[config.mk]
export PLATFORM = sky130hd
export DESIGN_NAME = pio_gpio_ctrl
export DESIGN_NICKNAME = d
export VERILOG_FILES = /design/src/rtl/pio_gpio_ctrl.sv
export SDC_FILE = /design/constraint.sdc
export NUM_CORES = 1
export LEC_CHECK = 0
export ABC_CLOCK_PERIOD_IN_PS = 2800
export CORE_MARGIN = 2
export CORE_UTILIZATION = 35
export DETAILED_ROUTE_END_ITERATION = 12
export PLACE_DENSITY = 0.58
export SETUP_SLACK_MARGIN = 0.5
export SLEW_MARGIN = 20
export SYNTH_ARGS = -nofsm -noshare
export SYNTH_HDL_FRONTEND = slang
export SYNTH_SLANG_ARGS = --single-unit
[constraint.sdc]
create_clock -name clk -period 2.8 [get_ports clk]
set_input_delay 0.42 -clock clk [delete_from_list [all_inputs] [get_ports clk]]
set_output_delay 0.42 -clock clk [all_outputs]
set_load 0.01 [all_outputs]
[src/rtl/pio_gpio_ctrl.sv]
// Avalon-MM GPIO slave: output register with set/clear, one-shot pulse, synchronised inputs with edge IRQ.
// Latency: zero-wait reads; writes land at the sampling edge; input edges reach EDGE_CAP SYNC_STAGES+1 edges later.
// Backpressure: none, the slave accepts every access in a single cycle.
module pio_gpio_ctrl #(
   parameter int               WIDTH       = 3,
   parameter logic [WIDTH-1:0] RESET_VALUE = '0,
   parameter int               PULSE_CNT_W = 16,
   parameter int               SYNC_STAGES = 2,
   parameter int               EDGE_TYPE   = 0
) (
   input  logic             clk,
   input  logic             reset_n,
   input  logic [2:0]       address,
   input  logic             chipselect,
   input  logic             write_n,
   input  logic [31:0]      writedata,
   output logic [31:0]      readdata,
   input  logic [WIDTH-1:0] in_port,
   output logic [WIDTH-1:0] out_port,
   output logic             irq
);

   localparam logic [2:0] ADDR_DATA  = 3'd0;
   localparam logic [2:0] ADDR_IN    = 3'd1;
   localparam logic [2:0] ADDR_MASK  = 3'd2;
   localparam logic [2:0] ADDR_EDGE  = 3'd3;
   localparam logic [2:0] ADDR_SET   = 3'd4;
   localparam logic [2:0] ADDR_CLR   = 3'd5;
   localparam logic [2:0] ADDR_PLEN  = 3'd6;
   localparam logic [2:0] ADDR_PULSE = 3'd7;

   typedef enum logic {IDLE, ACTIVE} state_e;

   logic                   wr_en;
   logic [WIDTH-1:0]       wd;
   logic [PULSE_CNT_W-1:0] wd_len;
   logic                   unused_wd;

   logic [WIDTH-1:0]       data_q, data_d;
   logic [WIDTH-1:0]       mask_q, mask_d;
   logic [WIDTH-1:0]       cap_q, cap_d;
   logic [PULSE_CNT_W-1:0] len_q, len_d;

   state_e                 state_q;
   logic [PULSE_CNT_W-1:0] cnt_q;
   logic [WIDTH-1:0]       pmask_q;
   logic                   busy;

   logic [WIDTH-1:0]       sync_q [SYNC_STAGES];
   logic [WIDTH-1:0]       prev_q;
   logic [WIDTH-1:0]       sync_last, rise, fall, edge_set, cap_clr;

   assign wr_en     = chipselect & ~write_n;
   assign wd        = writedata[WIDTH-1:0];
   assign wd_len    = writedata[PULSE_CNT_W-1:0];
   assign unused_wd = ^writedata;
   assign busy      = (state_q == ACTIVE);

   always_comb begin
      data_d = data_q;
      mask_d = mask_q;
      len_d  = len_q;
      if (wr_en) begin
         case (address)
            ADDR_DATA: data_d = wd;
            ADDR_SET:  data_d = data_q | wd;
            ADDR_CLR:  data_d = data_q & ~wd;
            ADDR_MASK: mask_d = wd;
            ADDR_PLEN: len_d  = wd_len;
            default: ;
         endcase
      end
   end

   assign sync_last = sync_q[SYNC_STAGES-1];
   assign rise      = sync_last & ~prev_q;
   assign fall      = ~sync_last & prev_q;
   assign edge_set  = (EDGE_TYPE == 0) ? rise : (EDGE_TYPE == 1) ? fall : (rise | fall);
   assign cap_clr   = (wr_en && address == ADDR_EDGE) ? wd : '0;
   // A new edge in the same cycle as a write-1-clear keeps the bit set.
   assign cap_d     = (cap_q & ~cap_clr) | edge_set;

   always_ff @(posedge clk or negedge reset_n) begin
      if (!reset_n) begin
         data_q <= RESET_VALUE;
         mask_q <= '0;
         cap_q  <= '0;
         len_q  <= '0;
         prev_q <= '0;
         for (int i = 0; i < SYNC_STAGES; i++) sync_q[i] <= '0;
      end else begin
         data_q    <= data_d;
         mask_q    <= mask_d;
         cap_q     <= cap_d;
         len_q     <= len_d;
         prev_q    <= sync_last;
         sync_q[0] <= in_port;
         for (int i = 1; i < SYNC_STAGES; i++) sync_q[i] <= sync_q[i-1];
      end
   end

   // Counter is loaded with the length and the pulse ends on the edge where it reads 1.
   always_ff @(posedge clk or negedge reset_n) begin
      if (!reset_n) begin
         state_q <= IDLE;
         cnt_q   <= '0;
         pmask_q <= '0;
      end else begin
         case (state_q)
            IDLE: begin
               if (wr_en && address == ADDR_PULSE && len_q != '0 && wd != '0) begin
                  state_q <= ACTIVE;
                  cnt_q   <= len_q;
                  pmask_q <= wd;
               end
            end
            ACTIVE: begin
               if (cnt_q == PULSE_CNT_W'(1)) begin
                  state_q <= IDLE;
                  cnt_q   <= '0;
                  pmask_q <= '0;
               end else begin
                  cnt_q <= cnt_q - PULSE_CNT_W'(1);
               end
            end
            default: state_q <= IDLE;
         endcase
      end
   end

   assign out_port = data_q ^ (busy ? pmask_q : '0);
   assign irq      = |(cap_q & mask_q);

   always_comb begin
      readdata = '0;
      if (chipselect) begin
         case (address)
            ADDR_DATA:  readdata = 32'(data_q);
            ADDR_IN:    readdata = 32'(sync_last);
            ADDR_MASK:  readdata = 32'(mask_q);
            ADDR_EDGE:  readdata = 32'(cap_q);
            ADDR_PLEN:  readdata = 32'(len_q);
            ADDR_PULSE: readdata = {31'b0, busy};
            default:    readdata = '0;
         endcase
      end
   end

endmodule

# --- Word level (Yosys, flattened, before mapping) ---
# Cells that the tools add are included.
word_totals:
  register_bits: 54
  output_inout_bits: 36
classes:
  n_bitwise: 13
  n_mux: 14
  reduce_logical: 13
  n_addsub: 1
  n_eq_ne: 10
op_table:
  columns: ["op", "count"]
  rows:
  - ["$pmux 16 s6", 1]
  - ["$mux 16", 3]
  - ["$pmux 16 s2", 1]
  - ["$eq 16x1->1 const B", 1]
  - ["$reduce_bool 16->1", 1]
  - ["$sub 16x1->16 const B", 1]
  - ["$and 3x3->3", 4]
  - ["$eq 3x3->1 const B", 4]
  - ["$mux 3", 4]
  - ["$not 3->3", 3]
  - ["$pmux 3 s3", 1]
  - ["$reduce_and 2->1", 4]
  - ["$eq 3x2->1 const B", 2]
  - ["$or 3x3->3", 2]
  - ["$pmux 3 s2", 1]
  - ["$reduce_bool 3->1", 2]
  - ["$logic_and 1x1->1", 4]
  - ["$eq 3x1->1 const B", 1]
  - ["$logic_not 3->1", 1]
  - ["$reduce_or 3->1", 1]
  - ["$xor 3x3->3", 1]
  - ["$mux 1", 2]
  - ["$ne 2x1->1 const B", 1]
  - ["$ne 2x2->1 const B", 1]
  - ["other kinds (3)", 4]

# --- Logic depth before layout (Yosys ltp) ---
logic_depth:
  depth_word: 7
  ltp_mapped: 6
  mapped_depth_nobuf: 6

# --- Worst setup path before layout ---
# No wires, ideal clock.
synth_timing:
  path_type: "input port to output port"
  startpoint: "input port address[1]"
  endpoint: "output port readdata[2]"
  required_ns: 2.380
  cell_stages: 5
  slack_ns: 1.153
  arrival_ns: 1.227
  cell_sequence: "clkbuf_1 -> nand3b_1 -> a21oi_1 -> a211oi_1 -> o22ai_1"
synth_via:
  elab_chain_cells: 3
  word_cells_on_any_way: 8
  cone_classes: "5 x eq/ne; 2 x mux; 1 x reduce/logical"
synth_rtl:
  columns: ["element", "line", "source"]
  rows:
  - ["start, declared", "13", "input logic [2:0] address,"]
  - ["$eq 3x3->1 (tied with other cells)", "137", "case (address)"]
  - ["$pmux 16 s6 *", "137", null]
  - ["$mux 16 *", "136", "if (chipselect) begin"]
  - ["end, declared", "17", "output logic [31:0] readdata,"]
# Every way passes the cells marked *; elsewhere a longest branch is shown, timed or not.

# --- Worst setup path in the final report ---
layout_timing:
  startpoint: "input port address[1]"
  endpoint: "output port readdata[0]"
# The elaborated chain is that of the path after synthesis.

==> reports/metrics.yaml <==
final_cell_mix: "dfrtp_1, clkdlybuf4s50_1, nand2_1"
ys.flop_type: "dfrtp_1"
gp_congestion: 0.8798
grt_first_pass_wirelength_mm: 12.32
synth.distinct_cells: 52
slew_violations: 0
avgSynthCellArea_um2: 10.88
cts.sinks: 54
path_class: "in2out"
peakVddDrop_mv: 0.2893
tns_ps: 0
critPathSlowestCell: "clkdlybuf4s50_1"
ant_nets: 0
drc_errors: 0
hold_path_class: "reg2reg"
ys_seq_area_share_pct: 42.09
hold_violations: 0
syn-cell-area_um2: 3211
cp-end-kind: "primary output"
drive_gt1_share_pct: 21.94
fin_skew_ps: 10.07
worst_slew_pin_slew_ps: 557.9
dp_slack_ps: 101.3
holdWs_ps: 359.0
synthToLayoutAreaGrowth_pct: 21.78
htree_levels: 2
grt_max_degree: 33
core_area_um2: 8806
postRouteWirelength_mm: 7.490
drtIter0Drc: 167
io_buffers: 45
nNetsFinal: 394
fin_cells: 459
synth_edf_count: 0
die_area_um2: 9955
synth_area_leaders: "dfrtp_1, o221ai_2, mux2_4"
period_minus_slack_ps: 2271
post_drt_via_cell_ratio: 5.320
final_common_cell: "dfrtp_1"
cp_cell_sequence: "clkdlybuf4s15_2 > buf_4 > mux2i_1 > o21ai_0 > a22oi_1 > nor2b_1 > clkdlybuf4s50_1"
hpwl_mm: 5.112
async_reset_ff_share_pct: 100.0
power.leakage_nw: 1.691
crit_arrival_ps: 1850
netlist.area_leader.share_pct: 42.09
rsz0062_at_grt: "true"
antenna_found_initial: 0
grtUsageTotal_pct: 15.61
cp_max_fo: 8
num_vias: 2442
grt_overflow: 0
fin_total_pwr_mw: 2.919
fmax_mhz: 440.4
critPathRequiredTime_ps: 2380
powerDensity_nw_per_um2: 746.6
clkTransAtPathRegs_ps: 110
ys.warnings.count: 0
post-route-period-util_pct: 81.09
numCtsBuffers: 5
wire_per_inst_um: 16.32
dr.pass1.iters: 4
setup_ws_ps: 529.4
yosysTopAreaCell: "dfrtp_1"
dieHeight_um: 99.78
start_util_pct: 36.46
synthCells: 295
finalSetupViolCount: 0
fin_area_um2: 3910
fin_util_pct: 44.40
cts-root-buf: "clkbuf_8"
num_io_pins: 78
grt_pass1_vias: 2419
cts_tree: "built"
die_w_um: 99.78
cap_violations: 0
diodes: 0
status: "finished clean"
critPathLaunchType: "input pin"
dpl-instance-area_um2: 3721
clockBufferDepth: 2
clock_latency_ps: 310
max_stage_delay_ps: 540
ys_ff_latch: 54
row_count: 34
slew_headroom_pct: 62.32
dp_cells: 442
-- synth_stat cells, drive strengths merged, types with 2 or more instances --
cell type   n
a21o        2
buf        26
nor4        8
inv        12
xnor2       7
o311ai      5
nor3b       3
a22o        6
a21oi       2
nor2        5
and3        3
mux2i       2
nand3b      7
nand4      21
nand2      26
xor2        8
clkbuf      8
and2       15
a211oi      5
nor3        5
a41oi       2
o221ai     13
nor2b       4
ha          2
mux2       19
nand3       4
o22ai       2
o21ai       6
dfrtp      54
-- path summary, 6_finish.rpt --
path / startpoint / cells past startpoint / slack (ps) / end
max: address[1] / 7 / 530 / readdata[0]
min: sync_q[5]$_DFF_PN0_ / 0 / 360 / sync_last[2]$_DFF_PN0_
max reg2reg: len_q[3]$_DFFE_PN0P_ / 6 / 730 / pmask_q[1]$_DFFE_PN0P_
min reg2reg: sync_q[5]$_DFF_PN0_ / 0 / 360 / sync_last[2]$_DFF_PN0_
max in group asynchronous: reset_n / 3 / 1730 / len_q[1]$_DFFE_PN0P_
min in group asynchronous: reset_n / 2 / 440 / sync_q[4]$_DFF_PN0_
-- state kept, by name (all words and copies together), names as in the netlist --
name,flops
sync_q,3
len_q,16
prev_q,3
busy,1
sync_last,3
pmask_q,3
mask_q,3
data_q,3
cap_q,3
cnt_q,16
-- metal layers --
metal	vias to the layer above	track usage [%]	wire length [um]
met4	0	6.428	141
met2	66	24.17	3410
met3	10	2.368	317
met1	1203	21.95	3621
met5	-	0	0
li1	1163	-	-
-- worst max-delay path, delay by kind of cell --
kind,cells,cell delay (ps)
buffers and inverters,3,960
AO/OA/AOI/OAI,2,260
multiplexers,1,110
AND/OR/NAND/NOR,1,110
-- cells by family (layout without fill, tap and decap cells) --
family	after synthesis	in the layout	synth area share, %
mux	21	21	8.457
simple gates	107	108	21.47
buf+inv	47	87	8.885
flops	54	54	42.09
compound gates	48	48	14.11
other cells	1	16	0.1168
fa+ha+maj	2	2	0.7793
xor+xnor	15	15	4.092
-- timing repair --
item                                    CTS  global route
hold endpoints to repair                  4             0
setup buffers                             1             6
resized for setup                        11            11
endpoints found under the setup margin   16            17
hold buffers                              1             0
pin swaps                                 1             1
gates cloned                              1             0
-- power by group --
group | switching [mW] | leakage [nW] | internal [mW]
combinational | 0.591 | 0.991 | 0.612
sequential | 0.271 | 0.655 | 0.984
clock | 0.279 | 0.0447 | 0.181
-- layout make-up --
class                   instances  area, um2
clock inverters                 3      25.02
flip-flops and latches         54       1353
repair buffers                 66      631.9
well taps                     108      135.1
clock buffers                   5      68.82
multi-input cells             210       1648
inverters                      13      48.80
fillers                       845       4896
Note: power is estimated with default switching activity, not from simulation.
